## config.mk

```make
export PLATFORM = sky130hd
export DESIGN_NAME = ft_tx_sched
export DESIGN_NICKNAME = d
export VERILOG_FILES = /design/src/rtl/ft_tx_sched.sv
export SDC_FILE = /design/constraint.sdc
export NUM_CORES = 1
export LEC_CHECK = 0
export BUFFER_PORTS_ARGS = -buffer_cell sky130_fd_sc_hd__buf_2
export CORE_MARGIN = 2
export CORE_UTILIZATION = 50
export CTS_CLUSTER_DIAMETER = 60
export DETAILED_ROUTE_END_ITERATION = 7
export PLACE_DENSITY_LB_ADDON = 0.05
export SLEW_MARGIN = 40
export SYNTH_ARGS = -nofsm -noshare
export SYNTH_HDL_FRONTEND = slang
export SYNTH_SLANG_ARGS = --single-unit
```

## constraint.sdc

```tcl
create_clock -name clk -period 2.7 [get_ports clk]
set_input_delay 0.135 -clock clk [delete_from_list [all_inputs] [get_ports clk]]
set_output_delay 0.135 -clock clk [all_outputs]
set_load 0.05 [all_outputs]
```

## src/rtl/ft_tx_sched.sv

```systemverilog
// ft_tx_sched
//   Shares the single FT245 synchronous-FIFO write port between two byte
//   streams: source 0 (FFT output) and source 1 (raw/FIR samples). Each grant
//   sends one framed packet: SYNC_BYTE, an ID byte {source, 7-bit sequence},
//   then FRAME_LEN payload bytes from the granted source. An idle gap follows
//   every packet so host bandwidth stays under the FT2232H limit.
//
// Ports
//   clk, rst            system clock, synchronous active-high reset
//   en                  allows new grants (a packet in flight always finishes)
//   s0_data/valid/ready source 0 valid/ready byte stream
//   s1_data/valid/ready source 1 valid/ready byte stream
//   ft_txe_n            FT245 can accept a byte when low
//   ft_wr_n, ft_data    FT245 write strobe (active low) and byte
//   grant               source owning the port (meaningful while busy)
//   busy                high whenever a packet or its gap is in progress
module ft_tx_sched #(
  parameter int unsigned FRAME_LEN  = 1024,
  parameter int unsigned GAP_CYCLES = 16,
  parameter logic [7:0]  SYNC_BYTE  = 8'hA5
) (
  input  logic       clk,
  input  logic       rst,
  input  logic       en,
  input  logic [7:0] s0_data,
  input  logic       s0_valid,
  output logic       s0_ready,
  input  logic [7:0] s1_data,
  input  logic       s1_valid,
  output logic       s1_ready,
  input  logic       ft_txe_n,
  output logic       ft_wr_n,
  output logic [7:0] ft_data,
  output logic       grant,
  output logic       busy
);

  // Counter value of the final payload byte and of the final gap cycle.
  // A zero-length gap still spends one cycle in the gap state.
  localparam logic [15:0] LastByte = 16'(FRAME_LEN - 1);
  localparam logic [15:0] LastGap  = (GAP_CYCLES == 0) ? 16'd0 : 16'(GAP_CYCLES - 1);

  typedef enum logic [2:0] {
    StIdle,
    StSync,
    StId,
    StPayload,
    StGap
  } state_t;

  state_t      state_q, state_d;
  logic        grant_q, grant_d;
  logic        lastGrant_q, lastGrant_d;
  logic [6:0]  seq0_q, seq0_d;
  logic [6:0]  seq1_q, seq1_d;
  logic [15:0] byteCnt_q, byteCnt_d;
  logic [15:0] gapCnt_q, gapCnt_d;

  logic [7:0]  srcData;
  logic        srcValid;
  logic [6:0]  curSeq;
  logic        pick;

  // Views of whichever source currently owns the port.
  assign srcData  = grant_q ? s1_data  : s0_data;
  assign srcValid = grant_q ? s1_valid : s0_valid;
  assign curSeq   = grant_q ? seq1_q   : seq0_q;

  assign grant = grant_q;
  assign busy  = (state_q != StIdle);

  // State and bookkeeping registers. The last-grant register starts at 1 so
  // that source 0 wins the very first tie after reset.
  always_ff @(posedge clk) begin
    if (rst) begin
      state_q     <= StIdle;
      grant_q     <= 1'b0;
      lastGrant_q <= 1'b1;
      seq0_q      <= 7'd0;
      seq1_q      <= 7'd0;
      byteCnt_q   <= 16'd0;
      gapCnt_q    <= 16'd0;
    end else begin
      state_q     <= state_d;
      grant_q     <= grant_d;
      lastGrant_q <= lastGrant_d;
      seq0_q      <= seq0_d;
      seq1_q      <= seq1_d;
      byteCnt_q   <= byteCnt_d;
      gapCnt_q    <= gapCnt_d;
    end
  end

  // Next-state and output logic. The FT245 handshake passes straight through
  // to the granted source's ready, so a payload byte moves on exactly the
  // edges where the source is valid and the FT245 has room.
  always_comb begin
    state_d     = state_q;
    grant_d     = grant_q;
    lastGrant_d = lastGrant_q;
    seq0_d      = seq0_q;
    seq1_d      = seq1_q;
    byteCnt_d   = byteCnt_q;
    gapCnt_d    = gapCnt_q;
    pick        = 1'b0;
    ft_wr_n     = 1'b1;
    ft_data     = 8'h00;
    s0_ready    = 1'b0;
    s1_ready    = 1'b0;

    case (state_q)
      StIdle: begin
        if (en && (s0_valid || s1_valid)) begin
          // On a tie, hand the port to whichever source did not have it last.
          pick        = (s0_valid && s1_valid) ? ~lastGrant_q : s1_valid;
          grant_d     = pick;
          lastGrant_d = pick;
          state_d     = StSync;
        end
      end

      StSync: begin
        ft_wr_n = 1'b0;
        ft_data = SYNC_BYTE;
        if (!ft_txe_n) begin
          state_d = StId;
        end
      end

      StId: begin
        ft_wr_n = 1'b0;
        ft_data = {grant_q, curSeq};
        if (!ft_txe_n) begin
          state_d   = StPayload;
          byteCnt_d = 16'd0;
        end
      end

      StPayload: begin
        ft_data  = srcData;
        ft_wr_n  = ~srcValid;
        s0_ready = ~grant_q & ~ft_txe_n;
        s1_ready = grant_q & ~ft_txe_n;
        if (srcValid && !ft_txe_n) begin
          byteCnt_d = byteCnt_q + 16'd1;
          if (byteCnt_q == LastByte) begin
            if (grant_q) begin
              seq1_d = seq1_q + 7'd1;
            end else begin
              seq0_d = seq0_q + 7'd1;
            end
            state_d  = StGap;
            gapCnt_d = 16'd0;
          end
        end
      end

      StGap: begin
        if (gapCnt_q == LastGap) begin
          state_d = StIdle;
        end else begin
          gapCnt_d = gapCnt_q + 16'd1;
        end
      end

      default: begin
        state_d = StIdle;
      end
    endcase
  end

endmodule

```

Yosys cells after proc, flatten, opt, wreduce, memory -nomap -nowiden
Cells that the tools add are included.
Storage, ports and cells
  register bits after elaboration: 51
  input bits: 22
  output and inout bits: 13
  logic and storage cells: 68
Operators by class
  $add $sub $neg: 4
  eq/ne operators: 13
  muxes and demuxes: 22
  bitwise operators: 6
  reductions and logical operators: 16
Operator list (count)
  16-bit 2-to-1 mux: 5
  16-bit one-hot mux with 2 select lines: 2
  16-bit by 1-bit adder with 16-bit output (second input constant): 2
  8-bit one-hot mux with 3 select lines: 1
  3-bit 2-to-1 mux: 6
  16-bit by 10-bit equality test with 1-bit output (second input constant): 1
  16-bit by 4-bit equality test with 1-bit output (second input constant): 1
  3-bit one-hot mux with 5 select lines: 1
  7-bit by 1-bit adder with 7-bit output (second input constant): 2
  2-bit inequality test (second input constant): 7
  4-bit AND reduction: 3
  8-bit 2-to-1 mux: 1
  7-bit 2-to-1 mux: 1
  3-bit by 2-bit equality test with 1-bit output (second input constant): 2
  6-bit AND reduction: 1
  1-bit 2-to-1 mux: 4
  1-bit inverter: 4
  2-bit nonzero test: 2
  3-bit by 1-bit equality test with 1-bit output (second input constant): 1
  3-bit equality test (second input constant): 1
  1-bit logical AND: 3
  3-bit zero test: 1
  3-bit AND reduction: 1
  3-bit nonzero test: 1
  other kinds (6): 7

Longest topological paths before layout
  depth in word-level cells: 4
  depth in mapped cells: 7
  mapped depth without buffers: 6

Worst setup path before layout
Ideal clock, no wire load.
  path kind: reg-to-output
  start: reg grant_q, in the netlist grant
  end: out s1_ready
  arrival time: 2830 ps
  required time: 2565 ps
  path slack: -265 ps
  cell stages (with the launch flop): 5
  buffers on the path: 3
  cells stage by stage: dfxtp_1 > buf_4 > clkbuf_1 > clkbuf_1 > nor3b_1
On the way
  longest elaborated chain between the ends: 2
RTL lines
  start: declaration: RTL line 52  | logic grant_q, grant_d;
  start signal: assignment: RTL line 85  | grant_q <= grant_d;
  1-bit AND: RTL line 143  | s1_ready = grant_q & ~ft_txe_n;
  1-bit 2-to-1 mux: RTL line 111  | case (state_q)
  end: declaration: RTL line 30  | output logic s1_ready,
No other way between the ends.

Worst setup path in the final report
  start: reg gapCnt_q[0]
  end: reg gapCnt_q[9]
On the way
  longest elaborated chain between the ends: 3
  elaborated cells between the ends (all ways): 6
  those cells by class: add/sub (1); eq/ne (2); mux (2); reduce/logical (1)
RTL lines
  start: declaration: RTL line 57  | logic [15:0] gapCnt_q, gapCnt_d;
  start signal: assignment: RTL line 90  | gapCnt_q <= gapCnt_d;
  16-bit by 1-bit adder with 16-bit output / 16-bit by 4-bit equality test with 1-bit output (equally long branches): RTL line 162, 159
  16-bit 2-to-1 mux / 2-bit inequality test (equally long branches)
  16-bit one-hot mux with 2 select lines / 4-bit AND reduction (equally long branches)
Parallel ways exist; a longest one is shown, timed or not. The select of a mux whose other input is x is not followed.
A chain may end at the register's enable or synchronous reset.

==> impl_results.md <==
* Synth Net Count at between 300 and 400
* Actual slew at the worst max-slew pin at about 0.63 ns
* Reg2reg start: gapCnt_q[0]
* DP HPWL at slightly below 5000 um
* Final Hold Fails at 0
* Drt via density at roughly 6
* Gp weighted congestion at just under 0.9
* Die Width at 79.25 um
* Post-CTS Setup Bufs at 0
* Global Route met1 Usage at 31.87%
* Register-to-register setup slack at 0.39 ns
* First-pass GRT wire length at ~11000 um
* Period Utilization, post-route at a little under nine tenths
* CP Capture Type: flop
* Critical path class: reg -> reg
* Port bufs at 34
* Max-slew headroom at about three fifths
* N_diodes at 0
* Vias in the first global route at approximately 2400
* Clk_lat worst skew at ~0.30 ns
* Share of the synthesized area in the top cell type at 36.06%
* Hold path endpoint: grant
* Critical Path Fanout Max at 14
* Initial antenna violation count at 0
* Area Growth Syn to Fin at 12.06%
* Min-Delay Path Class: in -> reg
* Clock-pin slew of the registers on the worst-case setup and hold paths at 0.09 ns
* Tot GR Track Use at 22.42%
* Synth top area cells: dfxtp_1, mux2i_1, nor2_1
* Hold path startpoint: s1_valid
* Average wire per standard cell at around 15 um
* # rows at 27
* Largest net degree at the start of global routing at 33
* Htree depth at 2
* Hold Worst Slack at roughly 0.15 ns
* I/O Pins at 35
* Hold depth at 3
* Skew final at ~0.0085 ns
* Pwr Density at ~430 nW/um^2
* Drt first-iter violations at 159
* Synthesized area at around 2800 um^2
* DIE AREA at around 6300 um^2
* Asr flop ratio synth at 0%
* Post-CTS resize count at 0
* Commonest cells in the netlist: dfxtp_1, nor2_1, nand2_1, nand3_1, a21oi_1
* DRC Markers at 0
* Via count at between 2000 and 3000
* Total Wirelength at 6660 um
* Clock buffer count from CTS at 5
* Clk sink count at between 50 and 60
* Initial Util at a little over 50%
* Maximum vdd ir drop at 0.0002995 V
* Max Slew Vio Count at 0
* Core Box Area at 5473 um^2
* WP data arrival at between 2 and 3 ns
* Layout Nets at 400
* Worst endpoint required time at 2.93 ns
* Status: completed
* Setup TNS at 0 ns
* Synth area leader: dfxtp_1
* Clk root buf: clkbuf_8
* GRT Max-Usage Layer: met2
* Met3 Usage GRT at 4.091%
* Netlist cell types at around 50
* Final min period at around 2.3 ns
* Worst reg2reg path endpoint: gapCnt_q[9]
* CTS tree: built
* Synth warn at 0
* Startpoint Class: flop
* Reg2Reg Depth at 6
* Main synth FF type: dfxtp_1
* Met2 GRT Util at ~36%
* Sequential cell area fraction in the yosys report at 36.06%
* ANT nets after route at 0
* Yosys reg bits at 51
* Fmax at ~430 MHz
* Hold_buf cts at 0
* First-pass DRT Iterations at 4
* LEAKAGE at 1.187 nW
* Die Span Y at roughly 80 um
* Share of cells above drive strength 1 at between 10% and 20%
* CTS max path bufs at 2
* Maxcap violations at 0
* RSZ-0062 raised after global routing: false
* Gate Count Post-Synth at ~340
* Syn Area/Cell at approximately 8.3 um^2
* Post-synth EDFFs at 0
* Total grt overflow at 0
* Top-count cell post-synth: dfxtp_1
* Final setup violating endpoints at 0
[sequential cells by signal, indices dropped and copies added (netlist names)]
name,cells
byteCnt_q,16
gapCnt_q,16
seq0_q,7
seq1_q,7
state_q,3
grant,1
lastGrant_q,1
[placed cells by master (no fill, tap or decap), drive strengths merged, types with 6 or more instances in the layout]
cell / netlist / final
clkbuf: 13 / 6
a21oi: 20 / 20
o22ai: 7 / 7
nand2: 27 / 27
a31oi: 7 / 7
nor2: 36 / 36
inv: 7 / 8
xor2: 13 / 13
nand3: 24 / 24
mux2i: 15 / 15
nor3: 6 / 6
dfxtp: 51 / 51
nand4: 13 / 13
buf: 3 / 41
or3: 7 / 7
o21ai: 16 / 16
and3: 6 / 6
[report_power, final]
group / internal, mW / total, mW / switching (mW)
clock network: 0.187 / 0.444 / 0.258
registers: 0.756 / 0.767 / 0.0107
logic: 0.0479 / 0.150 / 0.102
total: 0.991 / 1.36 / 0.370
[cell families (layout without fill, tap and decap cells)]
logic type | count (synthesis) | in the layout | share of synthesized area [%]
and+or+nand+nor | 147 | 147 | 27.71
buffers and inverters | 23 | 56 | 3.226
AOI/OAI and AO/OA | 81 | 81 | 19.05
DFF | 51 | 51 | 36.06
xor gates and xnor gates | 18 | 18 | 5.568
muxes | 18 | 18 | 6.628
adders and majority gates | 4 | 4 | 1.768
[area by class of cell]
| class | instances | area (um^2) |
|---|---|---|
| Sequential cell | 51 | 1021 |
| Inverter | 7 | 26.28 |
| Clock buffer | 6 | 72.57 |
| Tap cell | 72 | 90.09 |
| Fill cell | 500 | 2300 |
| Multi-Input combinational cell | 268 | 1724 |
| Timing Repair Buffer | 41 | 222.7 |
| Clock inverter | 2 | 16.27 |
[layer usage]
layer	part of all wire (%)	vias up
met2	48	41
li1	-	1349
met1	49	1226
met4	0.44	0
met3	3.4	2
met5	0	-
[critical path, cell delays in order (launching register included)]
cell      delay, ns
dfxtp_1        0.37
ha_1           0.26
and3_1         0.23
and4_1         0.19
nand2b_1       0.41
or4_1          0.60
a31oi_1        0.18
[how the worst max path moves through the flow]
stage	endpoint	from	cells past startpoint
floorplan	ft_data[1]	grant	5
global placement	byteCnt_q[15]	state_q[1]	5
detailed placement	gapCnt_q[9]	gapCnt_q[0]	6
CTS	gapCnt_q[9]	gapCnt_q[0]	6
global route	gapCnt_q[6]	gapCnt_q[0]	6
finish	gapCnt_q[9]	gapCnt_q[0]	6
[stage by stage]
stage	worst slack [ns]	cells	area (um^2)	power, mW	utilization, %
finish	0.3910	447	3173	1.361	57.98
detailed placement	0.4357	439	3084	0.9340	56.36
CTS	0.4179	447	3173	1.376	57.98
floorplan	0.03152	342	2836	0.8903	-
global route	0.2814	447	3173	1.426	57.98
global placement	0.5137	439	3084	0.9332	56.36
(Power assumes the default switching activity.)
